### src/rtl/decode_stage.sv
// RV32I decode stage: registers decoded fields into the ID/EX register, detects load-use hazards and forwards stall/flush.
// Optional build macro DECODE_ILLEGAL_EN enables illegal-instruction flagging on ds_o_illegal.
module decode_stage #(
  parameter int IWIDTH     = 32,
  parameter int PC_WIDTH   = 32,
  parameter int REG_AWIDTH = 5,
  parameter int ALU_WIDTH  = 4
) (
  input  logic                  ds_clk,
  input  logic                  ds_rst,
  input  logic [IWIDTH-1:0]     ds_i_instr,
  input  logic [PC_WIDTH-1:0]   ds_i_pc,
  input  logic                  ds_i_ce,
  input  logic                  ds_i_stall,
  input  logic                  ds_i_flush,
  output logic                  ds_o_stall,
  output logic                  ds_o_flush,
  output logic                  ds_o_ce,
  output logic [PC_WIDTH-1:0]   ds_o_pc,
  output logic [REG_AWIDTH-1:0] ds_o_rs1_addr,
  output logic [REG_AWIDTH-1:0] ds_o_rs2_addr,
  output logic [REG_AWIDTH-1:0] ds_o_rd_addr,
  output logic [31:0]           ds_o_imm,
  output logic [6:0]            ds_o_opcode,
  output logic [2:0]            ds_o_funct3,
  output logic [ALU_WIDTH-1:0]  ds_o_alu_op,
  output logic                  ds_o_illegal
);

  localparam logic [6:0] OP_LUI    = 7'b0110111;
  localparam logic [6:0] OP_AUIPC  = 7'b0010111;
  localparam logic [6:0] OP_JAL    = 7'b1101111;
  localparam logic [6:0] OP_JALR   = 7'b1100111;
  localparam logic [6:0] OP_BRANCH = 7'b1100011;
  localparam logic [6:0] OP_LOAD   = 7'b0000011;
  localparam logic [6:0] OP_STORE  = 7'b0100011;
  localparam logic [6:0] OP_IMM    = 7'b0010011;
  localparam logic [6:0] OP_REG    = 7'b0110011;

  localparam logic [ALU_WIDTH-1:0] ALU_ADD = 4'd0;

  // Handshake: ds_i_ce qualifies instr/pc; the stage accepts on an edge with no flush, stall or hazard.
  // ds_o_ce qualifies every registered field; ds_o_stall tells fetch to hold its current instruction.

  logic [6:0]            op;
  logic [2:0]            f3;
  logic [REG_AWIDTH-1:0] d_rs1, d_rs2, d_rd;
  logic [31:0]           d_imm;
  logic [ALU_WIDTH-1:0]  d_alu;
  logic                  use_rs1, use_rs2, hazard;

  assign op = ds_i_instr[6:0];
  assign f3 = ds_i_instr[14:12];

  function automatic logic [ALU_WIDTH-1:0] alu_fn(input logic [2:0] fn, input logic alt);
    case (fn)
      3'b000:  alu_fn = alt ? 4'd1 : 4'd0;
      3'b001:  alu_fn = 4'd2;
      3'b010:  alu_fn = 4'd3;
      3'b011:  alu_fn = 4'd4;
      3'b100:  alu_fn = 4'd5;
      3'b101:  alu_fn = alt ? 4'd7 : 4'd6;
      3'b110:  alu_fn = 4'd8;
      default: alu_fn = 4'd9;
    endcase
  endfunction

`ifdef DECODE_ILLEGAL_EN
  logic d_illegal;

  function automatic logic is_illegal(input logic [31:0] ins);
    logic [2:0] fn;
    fn = ins[14:12];
    case (ins[6:0])
      OP_LUI, OP_AUIPC, OP_JAL, OP_JALR, OP_IMM: is_illegal = 1'b0;
      OP_LOAD:   is_illegal = (fn == 3'b011) || (fn[2:1] == 2'b11);
      OP_STORE:  is_illegal = fn[2] || (fn[1] && fn[0]);
      OP_BRANCH: is_illegal = (fn[2:1] == 2'b01);
      OP_REG:    is_illegal = (ins[31:25] != 7'b0000000) && (ins[31:25] != 7'b0100000);
      default:   is_illegal = 1'b1;
    endcase
  endfunction
`endif

  always_comb begin
    d_rs1 = ds_i_instr[19:15];
    d_rs2 = ds_i_instr[24:20];
    d_rd  = ds_i_instr[11:7];
    d_imm = '0;
    d_alu = ALU_ADD;
    case (op)
      OP_LUI, OP_AUIPC: begin
        d_rs1 = '0;
        d_imm = {ds_i_instr[31:12], 12'b0};
      end
      OP_JAL: begin
        d_rs1 = '0;
        d_imm = {{11{ds_i_instr[31]}}, ds_i_instr[31], ds_i_instr[19:12], ds_i_instr[20],
                 ds_i_instr[30:21], 1'b0};
      end
      OP_JALR, OP_LOAD: d_imm = {{20{ds_i_instr[31]}}, ds_i_instr[31:20]};
      OP_STORE: begin
        d_rd  = '0;
        d_imm = {{20{ds_i_instr[31]}}, ds_i_instr[31:25], ds_i_instr[11:7]};
      end
      OP_BRANCH: begin
        d_rd  = '0;
        d_imm = {{19{ds_i_instr[31]}}, ds_i_instr[31], ds_i_instr[7], ds_i_instr[30:25],
                 ds_i_instr[11:8], 1'b0};
        case (f3)
          3'b000:  d_alu = 4'd10;
          3'b001:  d_alu = 4'd11;
          3'b100:  d_alu = 4'd12;
          3'b101:  d_alu = 4'd13;
          3'b110:  d_alu = 4'd14;
          3'b111:  d_alu = 4'd15;
          default: d_alu = ALU_ADD;
        endcase
      end
      OP_IMM: begin
        d_imm = {{20{ds_i_instr[31]}}, ds_i_instr[31:20]};
        // Only the shift-right encoding gives instr[30] meaning; ADDI with a negative imm must stay ADD.
        d_alu = alu_fn(f3, (f3 == 3'b101) && ds_i_instr[30]);
      end
      OP_REG:  d_alu = alu_fn(f3, ds_i_instr[30]);
      default: d_rd = '0;
    endcase
`ifdef DECODE_ILLEGAL_EN
    d_illegal = is_illegal(ds_i_instr);
    if (d_illegal) begin
      d_rd  = '0;
      d_alu = ALU_ADD;
    end
`endif
  end

  always_comb begin
    use_rs1 = (op == OP_IMM) || (op == OP_LOAD) || (op == OP_STORE) ||
              (op == OP_BRANCH) || (op == OP_REG) || (op == OP_JALR);
    use_rs2 = (op == OP_REG) || (op == OP_STORE) || (op == OP_BRANCH);
    hazard  = ds_o_ce && (ds_o_opcode == OP_LOAD) && (ds_o_rd_addr != '0) && ds_i_ce &&
              ((use_rs1 && (ds_i_instr[19:15] == ds_o_rd_addr)) ||
               (use_rs2 && (ds_i_instr[24:20] == ds_o_rd_addr))) && !ds_i_flush;
  end

  assign ds_o_stall = ds_i_stall | hazard;
  assign ds_o_flush = ds_i_flush;

  always_ff @(posedge ds_clk or negedge ds_rst) begin
    if (!ds_rst) begin
      ds_o_ce       <= 1'b0;
      ds_o_pc       <= '0;
      ds_o_rs1_addr <= '0;
      ds_o_rs2_addr <= '0;
      ds_o_rd_addr  <= '0;
      ds_o_imm      <= '0;
      ds_o_opcode   <= '0;
      ds_o_funct3   <= '0;
      ds_o_alu_op   <= '0;
    end else if (ds_i_flush) begin
      ds_o_ce <= 1'b0;
    end else if (ds_i_stall) begin
      ds_o_ce <= ds_o_ce;
    end else if (hazard) begin
      ds_o_ce <= 1'b0;
    end else begin
      ds_o_ce <= ds_i_ce;
      if (ds_i_ce) begin
        ds_o_pc       <= ds_i_pc;
        ds_o_rs1_addr <= d_rs1;
        ds_o_rs2_addr <= d_rs2;
        ds_o_rd_addr  <= d_rd;
        ds_o_imm      <= d_imm;
        ds_o_opcode   <= op;
        ds_o_funct3   <= f3;
        ds_o_alu_op   <= d_alu;
      end
    end
  end

`ifdef DECODE_ILLEGAL_EN
  always_ff @(posedge ds_clk or negedge ds_rst) begin
    if (!ds_rst) ds_o_illegal <= 1'b0;
    else if (!ds_i_flush && !ds_i_stall && !hazard && ds_i_ce) ds_o_illegal <= d_illegal;
  end
`else
  assign ds_o_illegal = 1'b0;
`endif

endmodule

### config.mk
export PLATFORM = sky130hd
export DESIGN_NAME = decode_stage
export DESIGN_NICKNAME = d
export VERILOG_FILES = /design/src/rtl/decode_stage.sv
export SDC_FILE = /design/constraint.sdc
export NUM_CORES = 1
export LEC_CHECK = 0
export ABC_AREA = 1
export CORE_ASPECT_RATIO = 0.7
export CORE_MARGIN = 1.5
export CORE_UTILIZATION = 50
export CTS_BUF_LIST = sky130_fd_sc_hd__clkbuf_8
export DETAILED_ROUTE_END_ITERATION = 10
export MAX_ROUTING_LAYER = met4
export PLACE_DENSITY = 0.95
export SETUP_SLACK_MARGIN = 0.2
export SLEW_MARGIN = 10
export SYNTH_ARGS = -nofsm -noshare
export SYNTH_HDL_FRONTEND = slang
export SYNTH_SLANG_ARGS = --single-unit
### constraint.sdc
create_clock -name ds_clk -period 2.36 [get_ports ds_clk]
set_input_delay 0.354 -clock ds_clk [delete_from_list [all_inputs] [get_ports ds_clk]]
set_output_delay 0.354 -clock ds_clk [all_outputs]
set_load 0.02 [all_outputs]
==> load_flow_metrics.sql, run 1 <==
INSERT INTO impl_metrics (metric_group, metric, value, unit) VALUES
('yosys', 'syn-num-nets', '697', ''),
('worst_setup_path', 'crit_fanout', '3', ''),
('power_and_ir_drop', 'power_density', '577', 'nW/um^2'),
('final_layout', 'drive_above_1_share', '0.103', ''),
('yosys', 'synth-edff-count', '0', ''),
('final_layout', 'finish.utilization', '0.764', ''),
('worst_setup_path', 'worst_path_arrival', '1.80', 'ns'),
('power_and_ir_drop', 'total_switching_power', '0.00128', 'W'),
('min_path', 'min_path_type', 'in2reg', ''),
('final_layout', 'fin_nets', '879', ''),
('grt', 'via_count_of_the_first_global_routing_pass', '4883', ''),
('power_and_ir_drop', 'share_comb_of_total_power', '0.268', ''),
('power_and_ir_drop', 'total_power', '0.00400', 'W'),
('sta', 'slew_violations', '0', ''),
('min_path', 'hold_depth', '3', ''),
('worst_setup_path', 'worst_r2r_path_depth', '11', ''),
('routing', 'routed-via-count', '5090', ''),
('final_layout', 'area_growth', '47.8', '%'),
('sta', 'fmax', '464', 'MHz'),
('die', 'ioPinCount', '166', ''),
('yosys', 'ys.warnings.count', '0', ''),
('routing', 'drt_first_pass_iters', '5', ''),
('die', 'design.die.area', '9980', 'sq um'),
('min_path', 'min_from', 'ds_i_instr[0]', ''),
('place', 'place_hpwl', '10.5', 'mm'),
('worst_setup_path', 'setup.reg_to_reg.worst_slack', '0.39', 'ns'),
('yosys', 'syn-cell-area', '4690', 'sq um'),
('routing', 'detailedRoute.firstIterationViolations', '477', ''),
('yosys', 'synth-main-ff-cell', 'sky130_fd_sc_hd__dfrtp_1', ''),
('yosys', 'ys_top_cells_by_count', 'sky130_fd_sc_hd__nand2_1, sky130_fd_sc_hd__nand3_1, sky130_fd_sc_hd__dfrtp_1', ''),
('routing', 'post_drt_wl_per_cell', '16.0', 'microns'),
('grt', 'grt-ovfl-total', '0', ''),
('power_and_ir_drop', 'pwr-share-clk', '0.262', ''),
('grt', 'grt_antenna_before_repair', '0', ''),
('grt', 'global_route_wire_length_before_repair', '24.0', 'mm'),
('clock_tree', 'tritoncts_num_sinks', '94', ''),
('power_and_ir_drop', 'cell_internal_pwr', '0.00272', 'W'),
('sta', 'final_period_minus_worst_setup_slack', '2.16', 'ns'),
('power_and_ir_drop', 'power.sequential.fraction', '0.471', ''),
('sta', 'rsz0062_at_grt', 'no', ''),
('worst_setup_path', 'worst-endpoint-required', '2.01', 'ns'),
('clock_tree', 'cts-htree-levels', '3', ''),
('clock_tree', 'clock_latency', '0.38', 'ns'),
('yosys', 'syn_inst', '625', ''),
('routing', 'drt.antenna.violating_nets', '0', ''),
('yosys', 'sequential_element_share_of_the_synthesized_area', '0.502', ''),
('grt', 'largest_net_degree_at_the_start_of_global_routing', '59', ''),
('place', 'gp_congestion', '1.01', ''),
('yosys', 'synthesis.area_per_instance', '7.50', 'sq um'),
('clock_tree', 'cts_tree', 'done', ''),
('die', 'core_area', '9070', 'sq um'),
('place', 'placement.io_buffers', '164', ''),
('yosys', 'yosysUniqueCellTypes', '24', ''),
('worst_setup_path', 'setup.worst_path.class', 'in2out', ''),
('die', 'start_util', '0.517', ''),
('min_path', 'whs_endpoint', 'ds_o_opcode[0]$_DFFE_PN0P_', ''),
('status', 'result_of_the_run', 'finished clean', ''),
('sta', 'fin_crit_sh', '0.914', ''),
('worst_setup_path', 'crit_path_start_kind', 'primary input', ''),
('final_layout', 'antenna_cells', '0', ''),
('yosys', 'synth_top_area_share', '0.502', ''),
('yosys', 'postSynthRegisterBits', '94', ''),
('power_and_ir_drop', 'cell_leakage_power', '3.72', 'nW'),
('flow_run', 'cap_viol_max_count', '0', ''),
('grt', 'gr-usage-all-layers', '0.312', ''),
('clock_tree', 'cts_buffer_depth', '2', ''),
('routing', 'vias_per_cell', '5.44', ''),
('sta', 'hold_viol', '0', ''),
('yosys', 'post_synth_main_area_contributors', 'sky130_fd_sc_hd__dfrtp_1, sky130_fd_sc_hd__nand2_1, sky130_fd_sc_hd__nand3_1', ''),
('worst_setup_path', 'crit-reg2reg-capture', 'ds_o_rd_addr[2]$_DFFE_PN0P_', ''),
('power_and_ir_drop', 'swShare', '0.320', '');
==> power groups by stage <==
| stage | logic, W | clock network [W] | registers (W) |
|---|---|---|---|
| 5_1_grt | 0.00114 | 0.00114 | 0.00190 |
| 4_1_cts | 0.00106 | 0.00108 | 0.00188 |
| 3_5_place_dp | 0.00106 | 0 | 0.00191 |
| 3_3_place_gp | 0.00103 | 0 | 0.00190 |
| 6_report | 0.00107 | 0.00104 | 0.00188 |
| 2_1_floorplan | 0.000238 | 0 | 0.00210 |
==> layer usage <==
| metal | vias up | part of all wire | track usage |
|---|---|---|---|
| li1 | 2341 | - | - |
| met1 | 2365 | 0.41 | 0.408 |
| met2 | 317 | 0.46 | 0.485 |
| met3 | 67 | 0.094 | 0.0710 |
| met4 | 0 | 0.032 | 0.103 |
| met5 | - | 0 | - |
==> kinds of logic (layout without fill, tap and decap cells) <==
kind of cell	count (synthesis)	after routing	share of synthesized area
xor+xnor	3	3	0.00561
other cells	1	1	0.000800
simple gates	420	420	0.376
buf+inv	79	266	0.0801
compound gates	25	25	0.0280
flops	94	94	0.502
fa+ha+maj	3	3	0.00801
==> per-stage QoR <==
| stage | cells | hold WS (ns) | area, sq um | setup slack [ns] | TNS (ns) |
|---|---|---|---|---|---|
| after floorplan | 625 | 0.0584 | 4690 | 0.450 | 0 |
| after global placement | 914 | 0.350 | 6630 | -0.296 | -16.27 |
| after detailed placement | 914 | 0.343 | 6630 | -0.400 | -25.92 |
| after CTS | 931 | 0.479 | 6850 | 0.140 | 0 |
| after global routing | 936 | 0.297 | 6930 | 0.155 | 0 |
| final | 936 | 0.294 | 6930 | 0.203 | 0 |
==> cell type report <==
class | instances | area, sq um
clock inverter | 6 | 53.8
clock buffer | 10 | 138
fill | 618 | 2140
sequential | 94 | 2360
inverter | 41 | 154
timing repair buffer | 209 | 2080
tap | 124 | 155
multi-input combinational | 452 | 1990
==> registers in the layout, indices dropped and copies added (netlist names) <==
| name | count |
|---|---|
| ds_o_imm | 32 |
| ds_o_pc | 32 |
| ds_o_opcode | 7 |
| ds_o_rd_addr | 5 |
| ds_o_rs1_addr | 5 |
| ds_o_rs2_addr | 5 |
| ds_o_alu_op | 4 |
| ds_o_funct3 | 3 |
| ds_o_ce | 1 |
==> critical path, stage by stage <==
cell                              delay, ns
sky130_fd_sc_hd__clkdlybuf4s50_1       0.54
sky130_fd_sc_hd__inv_1                 0.06
sky130_fd_sc_hd__nand2_1               0.06
sky130_fd_sc_hd__nand2_1               0.07
sky130_fd_sc_hd__nor2_2                0.15
sky130_fd_sc_hd__nand4_1               0.13
sky130_fd_sc_hd__nand2_2               0.11
sky130_fd_sc_hd__nand2_4               0.05
sky130_fd_sc_hd__o21bai_1              0.12
sky130_fd_sc_hd__buf_4                 0.16
==> worst max-delay path by stage <==
| stage | start | to | slack, ns | cells past startpoint |
|---|---|---|---|---|
| after floorplan | ds_o_rd_addr[0]$_DFFE_PN0P_ | ds_o_stall | 0.45 | 9 |
| after global placement | ds_i_instr[4] | ds_o_opcode[6]$_DFFE_PN0P_ | -0.30 | 13 |
| after detailed placement | ds_i_instr[4] | ds_o_imm[18]$_DFFE_PN0P_ | -0.40 | 13 |
| after CTS | ds_i_instr[1] | ds_o_stall | 0.14 | 12 |
| after global routing | ds_i_instr[23] | ds_o_stall | 0.16 | 10 |
| final | ds_i_instr[23] | ds_o_stall | 0.20 | 10 |
==> cell usage in the layout (no fill, tap or decap) <==
master / instances
sky130_fd_sc_hd__nand2_4: 2
sky130_fd_sc_hd__nor3b_1: 1
sky130_fd_sc_hd__clkinv_4: 2
sky130_fd_sc_hd__dlygate4sd3_1: 1
sky130_fd_sc_hd__o21ai_0: 11
sky130_fd_sc_hd__ha_1: 3
sky130_fd_sc_hd__clkinvlp_4: 1
sky130_fd_sc_hd__nor3_1: 2
sky130_fd_sc_hd__o21bai_1: 1
sky130_fd_sc_hd__inv_2: 6
sky130_fd_sc_hd__nand4_1: 5
sky130_fd_sc_hd__xnor2_1: 2
sky130_fd_sc_hd__dfrtp_2: 3
sky130_fd_sc_hd__nand3_1: 118
sky130_fd_sc_hd__nor2_1: 32
sky130_fd_sc_hd__dlymetal6s2s_1: 11
sky130_fd_sc_hd__conb_1: 1
sky130_fd_sc_hd__inv_8: 1
sky130_fd_sc_hd__buf_6: 1
sky130_fd_sc_hd__buf_8: 1
sky130_fd_sc_hd__clkbuf_8: 10
sky130_fd_sc_hd__inv_1: 35
sky130_fd_sc_hd__nand2_2: 5
sky130_fd_sc_hd__nor2_2: 4
sky130_fd_sc_hd__xor2_1: 1
sky130_fd_sc_hd__buf_4: 39
sky130_fd_sc_hd__buf_12: 5
sky130_fd_sc_hd__clkdlybuf4s50_1: 151
sky130_fd_sc_hd__a21oi_1: 12
sky130_fd_sc_hd__inv_6: 2
sky130_fd_sc_hd__dfrtp_1: 91
sky130_fd_sc_hd__nand3_2: 1
sky130_fd_sc_hd__nand2_1: 249
sky130_fd_sc_hd__a22o_1: 1
sky130_fd_sc_hd__nor2_4: 1
==> repair_timing <==
action,4_1_cts,5_1_grt
setup buffers,0,5
cloned,0,0
resized for setup,8,23
setup endpoints to repair,67,94
pin swaps,0,5
hold endpoints to repair,36,0
hold buffers,1,0
(Power assumes the default switching activity.)
==> run 2, diff against run 1 <==
CORE_UTILIZATION = 42   (was 50)
PLACE_DENSITY = 0.86   (was 0.95)
clock period = 1.9 ns   (was 2.36 ns; I/O delays follow)
==> run 2 against run 1 <==
Against the previous run: die area rose by 18%; clock skew is 0.0037 ns higher; sequential share of layout area shrank 6.8 points; flip-flop and latch count did not move; first-iteration DRC count decreased by 15%; the flow now finishes with violations (negative setup slack); register-to-register slack lost 0.43 ns; critical path depth is 2 lower; global-route usage shrank 5.2 points; worst hold slack worse by 0.058 ns; total power rose by 34%; sequential power up 27%; via count rose by 5.4%.
==> load_flow_metrics.sql, run 2 (synthesis gave the netlist of run 1 again) <==
INSERT INTO impl_metrics (metric_group, metric, value, unit) VALUES
('final_layout', 'final_design_area_no_fill', '8650', 'sq um'),
('final_layout', 'drive_above_1_share', '0.346', ''),
('grt', 'global_route_wire_length_before_repair', '23.1', 'mm'),
('power_and_ir_drop', 'cell_leakage_power', '5.12', 'nW'),
('clock_tree', 'cts_buffer_depth', '2', ''),
('die', 'start_util', '0.429', ''),
('worst_setup_path', 'worst-endpoint-required', '1.62', 'ns'),
('final_layout', 'area_growth', '84.5', '%'),
('sta', 'fmax', '493', 'MHz'),
('sta', 'hold_slack', '0.236', 'ns'),
('grt', 'grt-ovfl-total', '0', ''),
('place', 'placedInstanceArea', '6900', 'sq um'),
('status', 'violations', 'negative setup slack', ''),
('clock_tree', 'root_buffer', 'sky130_fd_sc_hd__clkbuf_8', ''),
('die', 'ioPinCount', '166', ''),
('final_layout', 'antenna_cells', '0', ''),
('worst_setup_path', 'critical-path-slowest-cell', 'sky130_fd_sc_hd__clkdlybuf4s50_1', ''),
('final_layout', 'fin_nets', '929', ''),
('grt', 'via_count_of_the_first_global_routing_pass', '4599', ''),
('final_layout', 'num-fill-cells', '680', ''),
('final_layout', 'layout_common_cells', 'sky130_fd_sc_hd__nand2_1, sky130_fd_sc_hd__nand3_1, sky130_fd_sc_hd__dfrtp_1', ''),
('clock_tree', 'tritoncts_num_sinks', '94', ''),
('clock_tree', 'number_of_cts_inserted_buffers', '9', ''),
('worst_setup_path', 'setup.worst_path.start', 'ds_i_ce', ''),
('routing', 'detailedRoute.firstIterationViolations', '404', ''),
('routing', 'finalWirelength', '18.8', 'mm'),
('routing', 'drt_first_pass_iters', '5', ''),
('sta', 'final.setup.tns', '-0.983', 'ns'),
('sta', 'worstMarginPinSlew', '0.522', 'ns'),
('min_path', 'min_path_type', 'in2reg', ''),
('place', 'placement.io_buffers', '164', ''),
('routing', 'routed-via-count', '5367', ''),
('routing', 'detail_route.drc_violations', '0', ''),
('worst_setup_path', 'worst_path_arrival', '1.74', 'ns'),
('place', 'gp_congestion', '0.945', ''),
('worst_setup_path', 'worstPathCellList', 'clkdlybuf4s50_1 > nand2_1 > nor3_1 > nand4_1 > nor2_2 > nand2_4 > o21bai_4 > buf_6', ''),
('sta', 'rsz0062_at_grt', 'yes', ''),
('routing', 'vias_per_cell', '5.29', ''),
('sta', 'final_period_minus_worst_setup_slack', '2.03', 'ns'),
('worst_setup_path', 'setup.worst_path.class', 'in2out', ''),
('worst_setup_path', 'crit_path_start_kind', 'primary input', ''),
('final_layout', 'largest_registers', 'ds_o_imm (32), ds_o_pc (32), ds_o_opcode (7)', ''),
('sta', 'slew_headroom', '0.652', ''),
('power_and_ir_drop', 'power_density', '620', 'nW/um^2'),
('clock_tree', 'path_clk_slew', '0.09', 'ns'),
('power_and_ir_drop', 'irDropWorstVdd', '389', 'uV'),
('grt', 'largest_net_degree_at_the_start_of_global_routing', '95', ''),
('final_layout', 'mostFrequentLayoutCell', 'sky130_fd_sc_hd__nand2_1', ''),
('routing', 'drt.antenna.violating_nets', '0', ''),
('sta', 'setup_viol', '43', ''),
('grt', 'grt_antenna_before_repair', '0', ''),
('die', 'placement_rows', '32', ''),
('sta', 'worst_clk_skew', '0.0140', 'ns'),
('worst_setup_path', 'critical_path.top_delay_family', 'simple AND/OR/NAND/NOR gates', ''),
('worst_setup_path', 'crit_fanout', '4', ''),
('die', 'dieWidth', '129', 'microns'),
('place', 'place_hpwl', '10.5', 'mm'),
('worst_setup_path', 'worst-path-buf-inv', '2', ''),
('worst_setup_path', 'worst_setup_path_end_kind', 'output port', ''),
('worst_setup_path', 'critical-path-max-stage-delay', '0.51', 'ns'),
('place', 'pre_cts_slack', '-0.678', 'ns'),
('clock_tree', 'clock_latency', '0.37', 'ns'),
('sta', 'worst_slack', '-0.127', 'ns'),
('grt', 'gr-usage-all-layers', '0.260', ''),
('flow_run', 'cap_viol_max_count', '0', ''),
('status', 'result_of_the_run', 'complete, but fails checks', ''),
('die', 'design.die.area', '11800', 'sq um'),
('die', 'core_area', '10900', 'sq um'),
('sta', 'slew_violations', '0', ''),
('clock_tree', 'cts-htree-levels', '3', ''),
('sta', 'hold_viol', '0', ''),
('worst_setup_path', 'regToRegStartpoint', 'ds_o_rd_addr[3]$_DFFE_PN0P_', ''),
('die', 'die_h', '91.4', 'microns'),
('min_path', 'min_from', 'ds_i_instr[4]', ''),
('sta', 'fin_crit_sh', '1.07', ''),
('clock_tree', 'cts_tree', 'done', ''),
('routing', 'post_drt_wl_per_cell', '18.6', 'microns');
-- run 2: layout make-up --
| type | instances | area [sq um] | share of cell area |
|---|---|---|---|
| Clock inverter | 5 | 58.8 | 0.00680 |
| Timing Repair Buffer | 257 | 2920 | 0.338 |
| Inverter | 41 | 154 | 0.0178 |
| Tap cell | 153 | 191 | 0.0221 |
| Clock buffer | 10 | 138 | 0.0159 |
| Multi-Input combinational cell | 454 | 2830 | 0.327 |
| Sequential cell | 94 | 2350 | 0.272 |
-- run 2: where the power goes --
group / switching (W) / internal, W / total, W
clock network: 0.000727 / 0.000640 / 0.00137
registers: 0.000186 / 0.00220 / 0.00239
logic: 0.000829 / 0.000775 / 0.00160
-- run 2: through the flow --
stage / total power (W) / util / std cells
finish: 0.00536 / 0.791 / 1014
global route: 0.00559 / 0.791 / 1014
CTS: 0.00507 / 0.652 / 983
detailed placement: 0.00373 / 0.631 / 965
global placement: 0.00369 / 0.631 / 965
floorplan: 0.00291 / - / 625
-- run 2: per-layer routing --
layer / GRT usage / vias to the layer above / share of wire
li1: - / 2448 / -
met1: 0.351 / 2617 / 0.41
met2: 0.387 / 266 / 0.46
met3: 0.0796 / 36 / 0.11
met4: 0.0543 / 0 / 0.017
met5: - / - / 0
-- run 2: worst register-to-register path: cells and delay by family, from the launching register on --
family | cells | cell delay [ns]
compound gates | 1 | 0.04
buf+inv | 5 | 0.78
flops | 1 | 0.43
simple gates | 7 | 0.59
-- run 2: path summary, 6_finish.rpt --
path / to / slack, ns / depth (start not counted)
hold reg to reg: ds_o_pc[5]$_DFFE_PN0P_ / 0.48 / 2
setup reg to reg: ds_o_rs2_addr[2]$_DFFE_PN0P_ / -0.04 / 13
min in group asynchronous: ds_o_imm[4]$_DFFE_PN0P_ / 0.47 / 3
setup / recovery: ds_o_stall / -0.13 / 8
hold / removal: ds_o_opcode[4]$_DFFE_PN0P_ / 0.24 / 3
max in group asynchronous: ds_o_alu_op[0]$_DFFE_PN0P_ / 1.01 / 3
-- run 2: what timing repair did --
action / CTS / global route
resized for setup: 37 / 307
hold buffers: 1 / 0
hold endpoints to repair: 94 / 0
pin swaps: 7 / 21
buffers inserted: 2 / 11
setup endpoints to repair: 110 / 104
cloned: 0 / 20
==> run 3, diff against run 2 <==
ABC_CLOCK_PERIOD_IN_PS = 1900   (was unset)
CORE_MARGIN = unset   (was 1.5)
==> run 3 against run 2 <==
Against the previous run: the run still ends with negative setup slack left; sequential share of layout area is 0.26 points lower; final area grew 0.90%; clock power about the same; maximum frequency increased by 0.82%; largest power group unchanged; combinational power up 3%; wire length grew 17%; non-clock buffer count up 19; clock skew down 0.00058 ns; sequential power about the same; final cell count grew 1.2%; worst hold slack improved by 0.11 ns.
==> load_flow_metrics.sql, run 3 (synthesis gave the netlist of run 1 again) <==
INSERT INTO impl_metrics (metric_group, metric, value, unit) VALUES
('status', 'result_of_the_run', 'complete, but fails checks', ''),
('status', 'violations', 'negative setup slack', ''),
('sta', 'rsz0062_at_grt', 'yes', ''),
('clock_tree', 'cts_buffer_depth', '2', ''),
('routing', 'drt.antenna.violating_nets', '0', ''),
('grt', 'gr-usage-all-layers', '0.298', ''),
('clock_tree', 'path_clk_slew', '0.10', 'ns'),
('worst_setup_path', 'worst_path_arrival', '1.73', 'ns'),
('sta', 'fmax', '497', 'MHz'),
('grt', 'grt_antenna_before_repair', '0', ''),
('sta', 'hold_slack', '0.351', 'ns'),
('power_and_ir_drop', 'pwr-share-clk', '0.257', ''),
('final_layout', 'layout_common_cells', 'sky130_fd_sc_hd__nand2_1, sky130_fd_sc_hd__dfrtp_1, sky130_fd_sc_hd__clkdlybuf4s50_1', ''),
('sta', 'worst_clk_skew', '0.0134', 'ns'),
('routing', 'detail_route.drc_violations', '0', ''),
('place', 'place_inst', '973', ''),
('grt', 'grt-ovfl-total', '0', ''),
('final_layout', 'finish.utilization', '0.824', ''),
('worst_setup_path', 'crit_path_start_kind', 'flip-flop', ''),
('die', 'die_h', '90.4', 'microns'),
('clock_tree', 'cts-htree-levels', '3', ''),
('power_and_ir_drop', 'irDropWorstVdd', '325', 'uV'),
('clock_tree', 'root_buffer', 'sky130_fd_sc_hd__clkbuf_8', ''),
('worst_setup_path', 'critical_path.top_delay_family', 'flip-flops', ''),
('die', 'dieWidth', '128', 'microns'),
('routing', 'routed-wl-met3', '2.56', 'mm'),
('clock_tree', 'tritoncts_num_sinks', '94', ''),
('grt', 'largest_net_degree_at_the_start_of_global_routing', '59', ''),
('worst_setup_path', 'worstPathCellList', 'buf_6 > nand2_2 > a21oi_2 > nand3_2 > nand2_2 > nand2_4 > o21bai_4 > buf_6', ''),
('final_layout', 'drive_above_1_share', '0.354', ''),
('sta', 'fin_crit_sh', '1.06', ''),
('worst_setup_path', 'worst-path-buf-inv', '2', ''),
('sta', 'final_period_minus_worst_setup_slack', '2.01', 'ns'),
('routing', 'vias_per_cell', '5.75', ''),
('sta', 'slew_violations', '0', ''),
('routing', 'detailedRoute.firstIterationViolations', '448', ''),
('grt', 'via_count_of_the_first_global_routing_pass', '5054', ''),
('routing', 'drt_first_pass_iters', '7', ''),
('worst_setup_path', 'worst-endpoint-required', '1.62', 'ns'),
('routing', 'finalWirelength', '22.1', 'mm'),
('place', 'gp_congestion', '0.929', ''),
('final_layout', 'fin_nets', '946', ''),
('worst_setup_path', 'crit_fanout', '4', ''),
('final_layout', 'mostFrequentLayoutCell', 'sky130_fd_sc_hd__nand2_1', ''),
('routing', 'post_drt_wl_per_cell', '21.5', 'microns'),
('sta', 'setup_viol', '86', ''),
('worst_setup_path', 'worst_setup_path_end_kind', 'output port', ''),
('sta', 'final.setup.tns', '-2.43', 'ns'),
('final_layout', 'largest_registers', 'ds_o_imm (32), ds_o_pc (32), ds_o_opcode (7)', ''),
('die', 'start_util', '0.443', ''),
('power_and_ir_drop', 'power_density', '622', 'nW/um^2'),
('routing', 'highest-signal-layer', 'met4', ''),
('final_layout', 'antenna_cells', '0', ''),
('flow_run', 'cap_viol_max_count', '0', ''),
('clock_tree', 'clock_latency', '0.39', 'ns'),
('power_and_ir_drop', 'power.sequential.fraction', '0.439', ''),
('sta', 'worstMarginPinSlew', '0.591', 'ns'),
('final_layout', 'fin_cells', '1026', ''),
('die', 'design.die.area', '11600', 'sq um'),
('power_and_ir_drop', 'total_switching_power', '0.00180', 'W'),
('die', 'core_area', '10600', 'sq um'),
('final_layout', 'area_growth', '86.2', '%'),
('power_and_ir_drop', 'swShare', '0.332', ''),
('place', 'place_hpwl', '11.1', 'mm'),
('clock_tree', 'number_of_cts_inserted_buffers', '9', ''),
('sta', 'slew_headroom', '0.606', ''),
('routing', 'routed-via-count', '5896', ''),
('grt', 'global_route_wire_length_before_repair', '25.9', 'mm'),
('routing', 'met2WireLength', '10.1', 'mm'),
('power_and_ir_drop', 'share_comb_of_total_power', '0.304', ''),
('power_and_ir_drop', 'cell_internal_pwr', '0.00363', 'W'),
('min_path', 'min_path_type', 'in2reg', ''),
('worst_setup_path', 'setup.worst_path.class', 'reg2out', ''),
('sta', 'worst_slack', '-0.110', 'ns'),
('sta', 'hold_viol', '0', ''),
('clock_tree', 'cts_tree', 'done', ''),
('worst_setup_path', 'critical-path-slowest-cell', 'sky130_fd_sc_hd__dfrtp_1', ''),
('worst_setup_path', 'critical-path-max-stage-delay', '0.44', 'ns'),
('place', 'pre_cts_slack', '-0.741', 'ns'),
('die', 'placement_rows', '31', ''),
('routing', 'wirelength_met1', '8.35', 'mm'),
('die', 'ioPinCount', '166', ''),
('power_and_ir_drop', 'cell_leakage_power', '5.05', 'nW'),
('place', 'placement.io_buffers', '164', '');
==> run 3: changes by cell type in the layout (fill, tap and decap cells not counted), moves of 6 or more <==
cell and delta:
sky130_fd_sc_hd__nand2_1 +18, sky130_fd_sc_hd__nand2_4 -13, sky130_fd_sc_hd__nand3_2 +11, sky130_fd_sc_hd__buf_4 +15, sky130_fd_sc_hd__dlygate4sd2_1 +6, sky130_fd_sc_hd__clkdlybuf4s50_1 +8
sky130_fd_sc_hd__dlymetal6s2s_1 -15, sky130_fd_sc_hd__nand3_1 -13
==> run 3: layout make-up <==
class / count / area, sq um
fill: 566 / 1860
clock buffer: 10 / 138
multi-input combinational: 452 / 2750
clock inverter: 5 / 60.1
timing repair buffer: 276 / 3090
inverter: 41 / 154
tap: 148 / 185
sequential: 94 / 2350
==> run 3: power groups by stage <==
stage	registers [W]	clock network, W	logic, W
floorplan	0.00261	0	0.000298
CTS	0.00232	0.00138	0.00140
global route	0.00240	0.00147	0.00174
global placement	0.00235	0	0.00138
detailed placement	0.00235	0	0.00140
finish	0.00238	0.00140	0.00165
==> run 3: through the flow <==
step,total power [W],instance area (sq um)
final,0.00543,8730
after global routing,0.00562,8730
after CTS,0.00510,7410
after detailed placement,0.00376,6980
after global placement,0.00373,6980
after floorplan,0.00291,4700
==> run 3: path summary, 6_finish.rpt <==
check	start	to	slack (ns)	cells past startpoint
max	ds_o_rd_addr[3]$_DFFE_PN0P_	ds_o_stall	-0.11	8
max reg2reg	ds_o_rd_addr[3]$_DFFE_PN0P_	ds_o_funct3[2]$_DFFE_PN0P_	-0.06	13
min	ds_i_instr[0]	ds_o_opcode[0]$_DFFE_PN0P_	0.35	3
max in group asynchronous	ds_rst	ds_o_pc[15]$_DFFE_PN0P_	0.84	3
min reg2reg	ds_o_pc[13]$_DFFE_PN0P_	ds_o_pc[13]$_DFFE_PN0P_	0.49	2
min in group asynchronous	ds_rst	ds_o_imm[1]$_DFFE_PN0P_	0.44	2
==> run 3: repair_timing <==
action / in CTS / in global routing
setup buffers: 7 / 9
hold buffers: 1 / 0
cloned: 5 / 16
resized for setup: 52 / 275
hold endpoints to repair: 38 / 0
pin swaps: 3 / 30
endpoints found under the setup margin: 111 / 106
==> run 3: routing by layer <==
| layer | up-vias | global-route usage |
|---|---|---|
| met5 | - | - |
| met4 | 0 | 0.0775 |
| met3 | 133 | 0.0818 |
| met2 | 441 | 0.454 |
| met1 | 2831 | 0.392 |
| li1 | 2491 | - |
==> run 3: tightest hold or removal path: stages <==
cell and delay [ns]:
sky130_fd_sc_hd__dlygate4sd2_1 0.23, sky130_fd_sc_hd__nand3_1 0.09, sky130_fd_sc_hd__nand2_1 0.09
